[src/rtl/decode_pkg.sv]
// decode_pkg: shared instruction definitions, field map and opcode classification for decode.
package decode_pkg;
  localparam int LEN_OPECODE = 7;
  localparam int LEN_IMMF    = 1;
  localparam int LEN_REG     = 32;
  localparam int LEN_CC      = 4;
  localparam int LEN_IMM_EX  = 32;
  localparam int LEN_REGADDR = 5;
  localparam int LEN_INSN    = 32;
  localparam int NUM_REGS    = 1 << LEN_REGADDR;
  localparam int OPC_MSB  = 31;
  localparam int OPC_LSB  = 25;
  localparam int IMMF_BIT = 24;
  localparam int CC_MSB   = 23;
  localparam int CC_LSB   = 20;
  localparam int RD_MSB   = 19;
  localparam int RD_LSB   = 15;
  localparam int RS_MSB   = 14;
  localparam int RS_LSB   = 10;
  localparam int IMM_MSB  = 9;
  localparam int IMM_LSB  = 0;
  localparam int LEN_IMM  = IMM_MSB - IMM_LSB + 1;
  localparam logic [LEN_OPECODE-1:0] OPC_CMP = 7'b000_0100;
  localparam logic [LEN_OPECODE-1:0] OPC_LD  = 7'b001_1000;
  typedef struct packed {
    logic [LEN_OPECODE-1:0] opecode;
    logic [LEN_IMMF-1:0]    immf;
    logic [LEN_CC-1:0]      cc;
    logic [LEN_IMM_EX-1:0]  imm_ex;
    logic [LEN_REG-1:0]     data_rd;
    logic [LEN_REG-1:0]     data_rs;
    logic [LEN_REGADDR-1:0] rd_addr;
  } dec_t;
  function automatic logic writes_rd(input logic [LEN_OPECODE-1:0] opc);
    return (opc[6:4] == 3'b000 && opc != OPC_CMP) || opc[6:3] == 4'b0010 || opc == OPC_LD;
  endfunction
  function automatic logic [LEN_IMM_EX-1:0] sext_imm(input logic [LEN_IMM-1:0] imm);
    return {{(LEN_IMM_EX - LEN_IMM){imm[LEN_IMM-1]}}, imm};
  endfunction
endpackage

[src/rtl/decode_if.sv]
// decode_if: fetch, writeback and execute signals of the decode stage.
interface decode_if;
  import decode_pkg::*;
  logic                   valid_i;
  logic                   stall_o;
  logic [LEN_INSN-1:0]    insn;
  logic                   wb_en;
  logic [LEN_REGADDR-1:0] wb_addr;
  logic [LEN_REG-1:0]     wb_data;
  logic                   valid_o;
  logic                   stall_i;
  logic [LEN_OPECODE-1:0] opecode;
  logic [LEN_IMMF-1:0]    immf;
  logic [LEN_CC-1:0]      cc;
  logic [LEN_IMM_EX-1:0]  imm_ex;
  logic [LEN_REG-1:0]     data_rd;
  logic [LEN_REG-1:0]     data_rs;
  logic [LEN_REGADDR-1:0] rd_addr_o;
  modport master (
    output valid_i, insn, wb_en, wb_addr, wb_data, stall_i,
    input  stall_o, valid_o, opecode, immf, cc, imm_ex, data_rd, data_rs, rd_addr_o
  );
  modport slave (
    input  valid_i, insn, wb_en, wb_addr, wb_data, stall_i,
    output stall_o, valid_o, opecode, immf, cc, imm_ex, data_rd, data_rs, rd_addr_o
  );
endinterface

[src/rtl/decode_regfile.sv]
// decode_regfile: 32-entry register file, two async read ports with write-through from the write port.
module decode_regfile
  import decode_pkg::*;
(
  input  logic                   clk,
  input  logic                   rst,
  input  logic [LEN_REGADDR-1:0] ra_i,
  input  logic [LEN_REGADDR-1:0] rb_i,
  input  logic                   we_i,
  input  logic [LEN_REGADDR-1:0] wa_i,
  input  logic [LEN_REG-1:0]     wd_i,
  output logic [LEN_REG-1:0]     rda_o,
  output logic [LEN_REG-1:0]     rdb_o
);
  logic [LEN_REG-1:0] regs_q [NUM_REGS];
  always_ff @(posedge clk) begin
    if (rst) for (int i = 0; i < NUM_REGS; i++) regs_q[i] <= '0;
    else if (we_i) regs_q[wa_i] <= wd_i;
  end
  assign rda_o = (we_i && wa_i == ra_i) ? wd_i : regs_q[ra_i];
  assign rdb_o = (we_i && wa_i == rb_i) ? wd_i : regs_q[rb_i];
endmodule

[src/rtl/decode.sv]
// decode: field extraction, scoreboard hazard check and pipeline register between fetch and execute.
module decode
  import decode_pkg::*;
(
  input logic     clk,
  input logic     rst,
  decode_if.slave bus
);
  logic [LEN_REGADDR-1:0] rd, rs;
  logic [LEN_OPECODE-1:0] opc;
  logic [LEN_REG-1:0]     rf_rd, rf_rs;
  logic [NUM_REGS-1:0]    sb_q, sb_d, wb_mask, busy;
  logic                   hazard, advance, issue, valid_q;
  dec_t                   out_q, out_d;
  assign opc = bus.insn[OPC_MSB:OPC_LSB];
  assign rd  = bus.insn[RD_MSB:RD_LSB];
  assign rs  = bus.insn[RS_MSB:RS_LSB];
  decode_regfile u_rf (
    .clk   (clk),
    .rst   (rst),
    .ra_i  (rd),
    .rb_i  (rs),
    .we_i  (bus.wb_en),
    .wa_i  (bus.wb_addr),
    .wd_i  (bus.wb_data),
    .rda_o (rf_rd),
    .rdb_o (rf_rs)
  );
  // A register being written back this cycle is no longer busy, so its reader may issue now.
  assign wb_mask = bus.wb_en ? NUM_REGS'(1) << bus.wb_addr : '0;
  assign busy    = sb_q & ~wb_mask;
  assign hazard  = bus.valid_i & (busy[rd] | busy[rs]);
  assign advance = ~(valid_q & bus.stall_i);
  assign issue   = advance & bus.valid_i & ~hazard & writes_rd(opc);
  assign sb_d    = busy | (issue ? NUM_REGS'(1) << rd : '0);
  assign out_d   = '{opecode: opc, immf: bus.insn[IMMF_BIT], cc: bus.insn[CC_MSB:CC_LSB],
                     imm_ex: sext_imm(bus.insn[IMM_MSB:IMM_LSB]), data_rd: rf_rd,
                     data_rs: rf_rs, rd_addr: rd};
  always_ff @(posedge clk) begin
    if (rst) begin
      sb_q    <= '0;
      valid_q <= 1'b0;
      out_q   <= '0;
    end else begin
      sb_q <= sb_d;
      if (advance) begin
        valid_q <= bus.valid_i & ~hazard;
        out_q   <= out_d;
      end
    end
  end
  assign bus.stall_o   = ~advance | hazard;
  assign bus.valid_o   = valid_q;
  assign bus.opecode   = out_q.opecode;
  assign bus.immf      = out_q.immf;
  assign bus.cc        = out_q.cc;
  assign bus.imm_ex    = out_q.imm_ex;
  assign bus.data_rd   = out_q.data_rd;
  assign bus.data_rs   = out_q.data_rs;
  assign bus.rd_addr_o = out_q.rd_addr;
endmodule

[src/flat_wrapper.sv]
// flat-port wrapper written by rule: the top's interface ports become plain ports
module decode_flat import decode_pkg::*;
  (clk, rst, bus_valid_i, bus_insn, bus_wb_en, bus_wb_addr, bus_wb_data, bus_stall_i, bus_stall_o, bus_valid_o, bus_opecode, bus_immf, bus_cc, bus_imm_ex, bus_data_rd, bus_data_rs, bus_rd_addr_o);
  decode_if bus_i ();
  input logic clk;
  input logic rst;
  input wire logic [$bits(bus_i.valid_i)-1:0] bus_valid_i;
  input wire logic [$bits(bus_i.insn)-1:0] bus_insn;
  input wire logic [$bits(bus_i.wb_en)-1:0] bus_wb_en;
  input wire logic [$bits(bus_i.wb_addr)-1:0] bus_wb_addr;
  input wire logic [$bits(bus_i.wb_data)-1:0] bus_wb_data;
  input wire logic [$bits(bus_i.stall_i)-1:0] bus_stall_i;
  output wire logic [$bits(bus_i.stall_o)-1:0] bus_stall_o;
  output wire logic [$bits(bus_i.valid_o)-1:0] bus_valid_o;
  output wire logic [$bits(bus_i.opecode)-1:0] bus_opecode;
  output wire logic [$bits(bus_i.immf)-1:0] bus_immf;
  output wire logic [$bits(bus_i.cc)-1:0] bus_cc;
  output wire logic [$bits(bus_i.imm_ex)-1:0] bus_imm_ex;
  output wire logic [$bits(bus_i.data_rd)-1:0] bus_data_rd;
  output wire logic [$bits(bus_i.data_rs)-1:0] bus_data_rs;
  output wire logic [$bits(bus_i.rd_addr_o)-1:0] bus_rd_addr_o;
  assign bus_i.valid_i = bus_valid_i;
  assign bus_i.insn = bus_insn;
  assign bus_i.wb_en = bus_wb_en;
  assign bus_i.wb_addr = bus_wb_addr;
  assign bus_i.wb_data = bus_wb_data;
  assign bus_i.stall_i = bus_stall_i;
  assign bus_stall_o = bus_i.stall_o;
  assign bus_valid_o = bus_i.valid_o;
  assign bus_opecode = bus_i.opecode;
  assign bus_immf = bus_i.immf;
  assign bus_cc = bus_i.cc;
  assign bus_imm_ex = bus_i.imm_ex;
  assign bus_data_rd = bus_i.data_rd;
  assign bus_data_rs = bus_i.data_rs;
  assign bus_rd_addr_o = bus_i.rd_addr_o;
  decode u_core (.clk(clk), .rst(rst), .bus(bus_i));
endmodule
[config.mk]
export PLATFORM = sky130hd
export DESIGN_NAME = decode_flat
export DESIGN_NICKNAME = d
export VERILOG_FILES = /design/src/rtl/decode_pkg.sv /design/src/rtl/decode_if.sv /design/src/rtl/decode_regfile.sv /design/src/rtl/decode.sv /design/src/flat_wrapper.sv
export SDC_FILE = /design/constraint.sdc
export NUM_CORES = 2
export LEC_CHECK = 0
export BUFFER_PORTS_ARGS = -buffer_cell sky130_fd_sc_hd__clkbuf_2
export CORE_ASPECT_RATIO = 0.7
export CORE_UTILIZATION = 60
export DETAILED_ROUTE_END_ITERATION = 12
export GPL_ROUTABILITY_DRIVEN = 1
export GPL_TIMING_DRIVEN = 0
export PLACE_DENSITY = 0.77
export SLEW_MARGIN = 20
export SYNTH_ARGS = -nofsm -noshare
export SYNTH_HDL_FRONTEND = slang
export SYNTH_SLANG_ARGS = --single-unit
[constraint.sdc]
create_clock -name clk -period 4.3 [get_ports clk]
set_input_delay 0.43 -clock clk [delete_from_list [all_inputs] [get_ports clk]]
set_output_delay 0.43 -clock clk [all_outputs]
set_load 0.005 [all_outputs]
==> metrics.md <==
| Metric | Value |
|---|---|
| Syn_nets | `4130` |
| Die Y | `around 270 µm` |
| CP endpoint kind | `output pin` |
| Worst setup margin | `about 0.085 ns` |
| Post-DR wirelength/cell | `approximately 40 µm` |
| DRC viols | `0` |
| CP Class | `primary input to output pin` |
| Setup TNS after final layout | `0 ns` |
| Area Overhead vs Synth | `12.2%` |
| Worst reg-to-reg path cell count | `5` |
| Worst Skew | `0.0279 ns` |
| VDD IR max | `0.000305 V` |
| Largest cells by area after synthesis | `edfxtp_1 51%, mux4_2 24%, and2_1 11%` |
| Leak | `around 23 nW` |
| Max cap viols | `0` |
| Slew headroom | `0.182` |
| Die W | `382 µm` |
| # setup viols final | `0` |
| Drt pass-1 iters | `9` |
| Register area share after synthesis | `0.549` |
| CTS clk-pin slew, worst paths | `approximately 0.060 ns` |
| Netlist cell types | `78` |
| Hold depth | `2` |
| Io pins | `189` |
| Fin crit share | `0.980` |
| GRT Util Overall | `0.459` |
| XOR/XNOR Fraction of Synth Area | `0.00159` |
| CTS tree | `built` |
| Ys flop type | `edfxtp_1` |
| Adder-cell share of the synthesized area | `0` |
| Buffers on Ports | `181` |
| TritonCTS Sinks | `roughly 1100` |
| Vias after detailed routing | `42700` |
| GP Congestion | `1.07` |
| Synth Register Bits | `1148` |
| Worst Hold Class | `primary input to flip-flop` |
| Worst slack, placed | `-0.120 ns` |
| Post-Syn Instances | `4056` |
| Max Clk Rate | `237 MHz` |
| Synth Area in Simple Gates | `0.140` |
| Die area | `slightly above 100000 µm²` |
| Root Buffer | `clkbuf_16` |
| Max incr delay on CP | `0.81 ns` |
| NumNets Final | `4480` |
| CP Cell Sequence | `clkbuf_1 > clkbuf_1 > buf_2 > nand3_1 > o2111a_1 > nand3_1 > nand3_1 > o21ai_0 > o22a_1 > clkbuf_2` |
| Synth Area in Compound Gates | `0.0340` |
| Most common cell after layout, fill and taps aside | `and2_1` |
| Hold-fix buffers, CTS | `23` |
| Site row count | `97` |
| Mux share of post-synthesis cell area | `0.242` |
| Top cell type's share of synthesized area | `0.508` |
| Clk_lat worst skew | `0.76 ns` |
| Least-Margin Pin Slew | `~1.2 ns` |
| CP max-delay cell | `clkbuf_1` |
| Async SR Flop Fraction | `0` |
| Final hold vios | `0` |
| Initial DRC Count | `8417` |
| Main combinational cell family by area after synthesis | `multiplexers` |
| Tmin final | `roughly 4.2 ns` |
| CTS buffer count | `109` |
| Vias in the first global route | `39000` |
| Vias per cell | `7.29` |
| Number of synthesized flops with an enable pin | `1024` |
| PD cells | `403 nW/µm²` |
| Core footprint | `100000 µm²` |
| Mapped Area | `60600 µm²` |
| Post-CTS Setup Bufs | `0` |
| Crit path top cell by count | `nand3_1` |
| Post-cts sizing count | `0` |
| Ys Warns | `0` |
| H-tree lvl count | `3` |
| Critical Path RT | `a little under 4 ns` |
| Initial cell density of the core | `0.606` |
| Final ANT Viol Nets | `0` |
| Area leader, netlist | `edfxtp_1` |
| Status | `finished clean` |
| First-pass GRT wire length | `approximately 310 mm` |
| Final Slew Violations | `0` |
| Startpoint Class | `primary input` |
| Share of post-route cells with drive strength above 1 | `0.272` |
| DPL Wire Length | `180 mm` |
| Pin count of the biggest net entering global routing | `34` |
| Worst-path maximum fanout | `10` |
| Commonest non-fill, non-tap cells in the layout | `1026 x and2_1, 1024 x edfxtp_1, 640 x mux4_2, 307 x clkbuf_1, 255 x nand2_1` |
| Syn avg cell area | `14.9 µm²` |
| WP data arrival | `~3.8 ns` |
| GR Overflow Total | `0` |
| RSZ-0062 raised after global routing | `false` |
| Antenna violations before repair | `28` |
| Post-Route WL | `approximately 230 mm` |
| Longest Clk Path Bufs | `3` |
==> worst paths after layout <==
path	end	start	slack (ns)
setup / recovery	bus_stall_o	bus_insn[15]	0.08
hold / removal	u_core.u_rf.regs_q[1][8]	bus_wb_data[8]	0.11
setup reg to reg	u_core.bus.data_rd[24]	u_core.bus.valid_o	1.53
hold reg to reg	u_core.bus.opecode[6]	u_core.bus.opecode[6]	0.45
==> worst max-delay path, delay by kind of cell <==
kind            cells  cell delay (ns)
compound gates      3             0.98
buf+inv             4             1.75
simple gates        3             0.61
==> cell type report <==
| class | count | area, µm² |
|---|---|---|
| flip-flops and latches | 1148 | 33200 |
| fillers | 6819 | 32000 |
| multi-input cells | 2437 | 25500 |
| clock buffers | 135 | 2880 |
| plain buffers | 452 | 1960 |
| repair buffers | 239 | 1920 |
| well taps | 1336 | 1670 |
| clock inverters | 70 | 674 |
| inverters | 19 | 71.3 |
| diodes | 16 | 40.0 |
==> cell usage after synthesis, drive strengths merged (11+ instances only) <==
master	instances
buf	164
and2	1026
edfxtp	1024
nand3	62
nand2b	20
o21ai	27
nand2	256
o211ai	86
mux2i	23
a21oi	99
clkbuf	288
o32ai	15
inv	18
nor2	39
mux4	640
o21bai	16
o22ai	11
dfxtp	124
==> through the flow <==
step                      utilization  hold slack, ns  power, W  instance area [µm²]  instances
after floorplan                     -           0.448    0.0153                60600       4056
after global placement          0.631           0.438    0.0171                63100       5573
after detailed placement        0.641           0.444    0.0173                64100       5608
after CTS                       0.679          0.0775    0.0269                67900       5836
after global routing            0.679           0.110    0.0276                67900       5837
final                           0.680           0.109    0.0274                68000       5852
==> report_power, final <==
group	total (W)	internal, W	switching (W)	leakage (nW)
logic	0.00429	0.00160	0.00269	11.0
registers	0.0132	0.0128	0.000378	10.8
clock network	0.00995	0.00533	0.00463	1.70
total	0.0274	0.0197	0.00770	23.4
==> routing by layer <==
metal  vias to the layer above  part of all wire  global-route usage
li1                      16200                 -                   -
met1                     21600              0.34               0.607
met2                      4244              0.38               0.579
met3                       520              0.24               0.357
met4                        36             0.032               0.115
met5                         -            0.0033              0.0301
==> sequential cells by signal (all words and copies together), names as in the netlist <==
name / count
u_core.u_rf.regs_q: 1024
u_core.bus.data_rd: 32
u_core.bus.data_rs: 32
u_core.sb_q: 32
u_core.bus.imm_ex: 10
u_core.bus.opecode: 7
u_core.bus.rd_addr_o: 5
u_core.bus.cc: 4
u_core.bus.immf: 1
u_core.bus.valid_o: 1
==> cells by family after synthesis <==
family | Yosys count
DFF | 1148
and+or+nand+nor | 1460
xor gates and xnor gates | 11
buffers and inverters | 471
AOI/OAI and AO/OA | 300
muxes | 666
No activity file was read; power rests on OpenSTA's default activity.
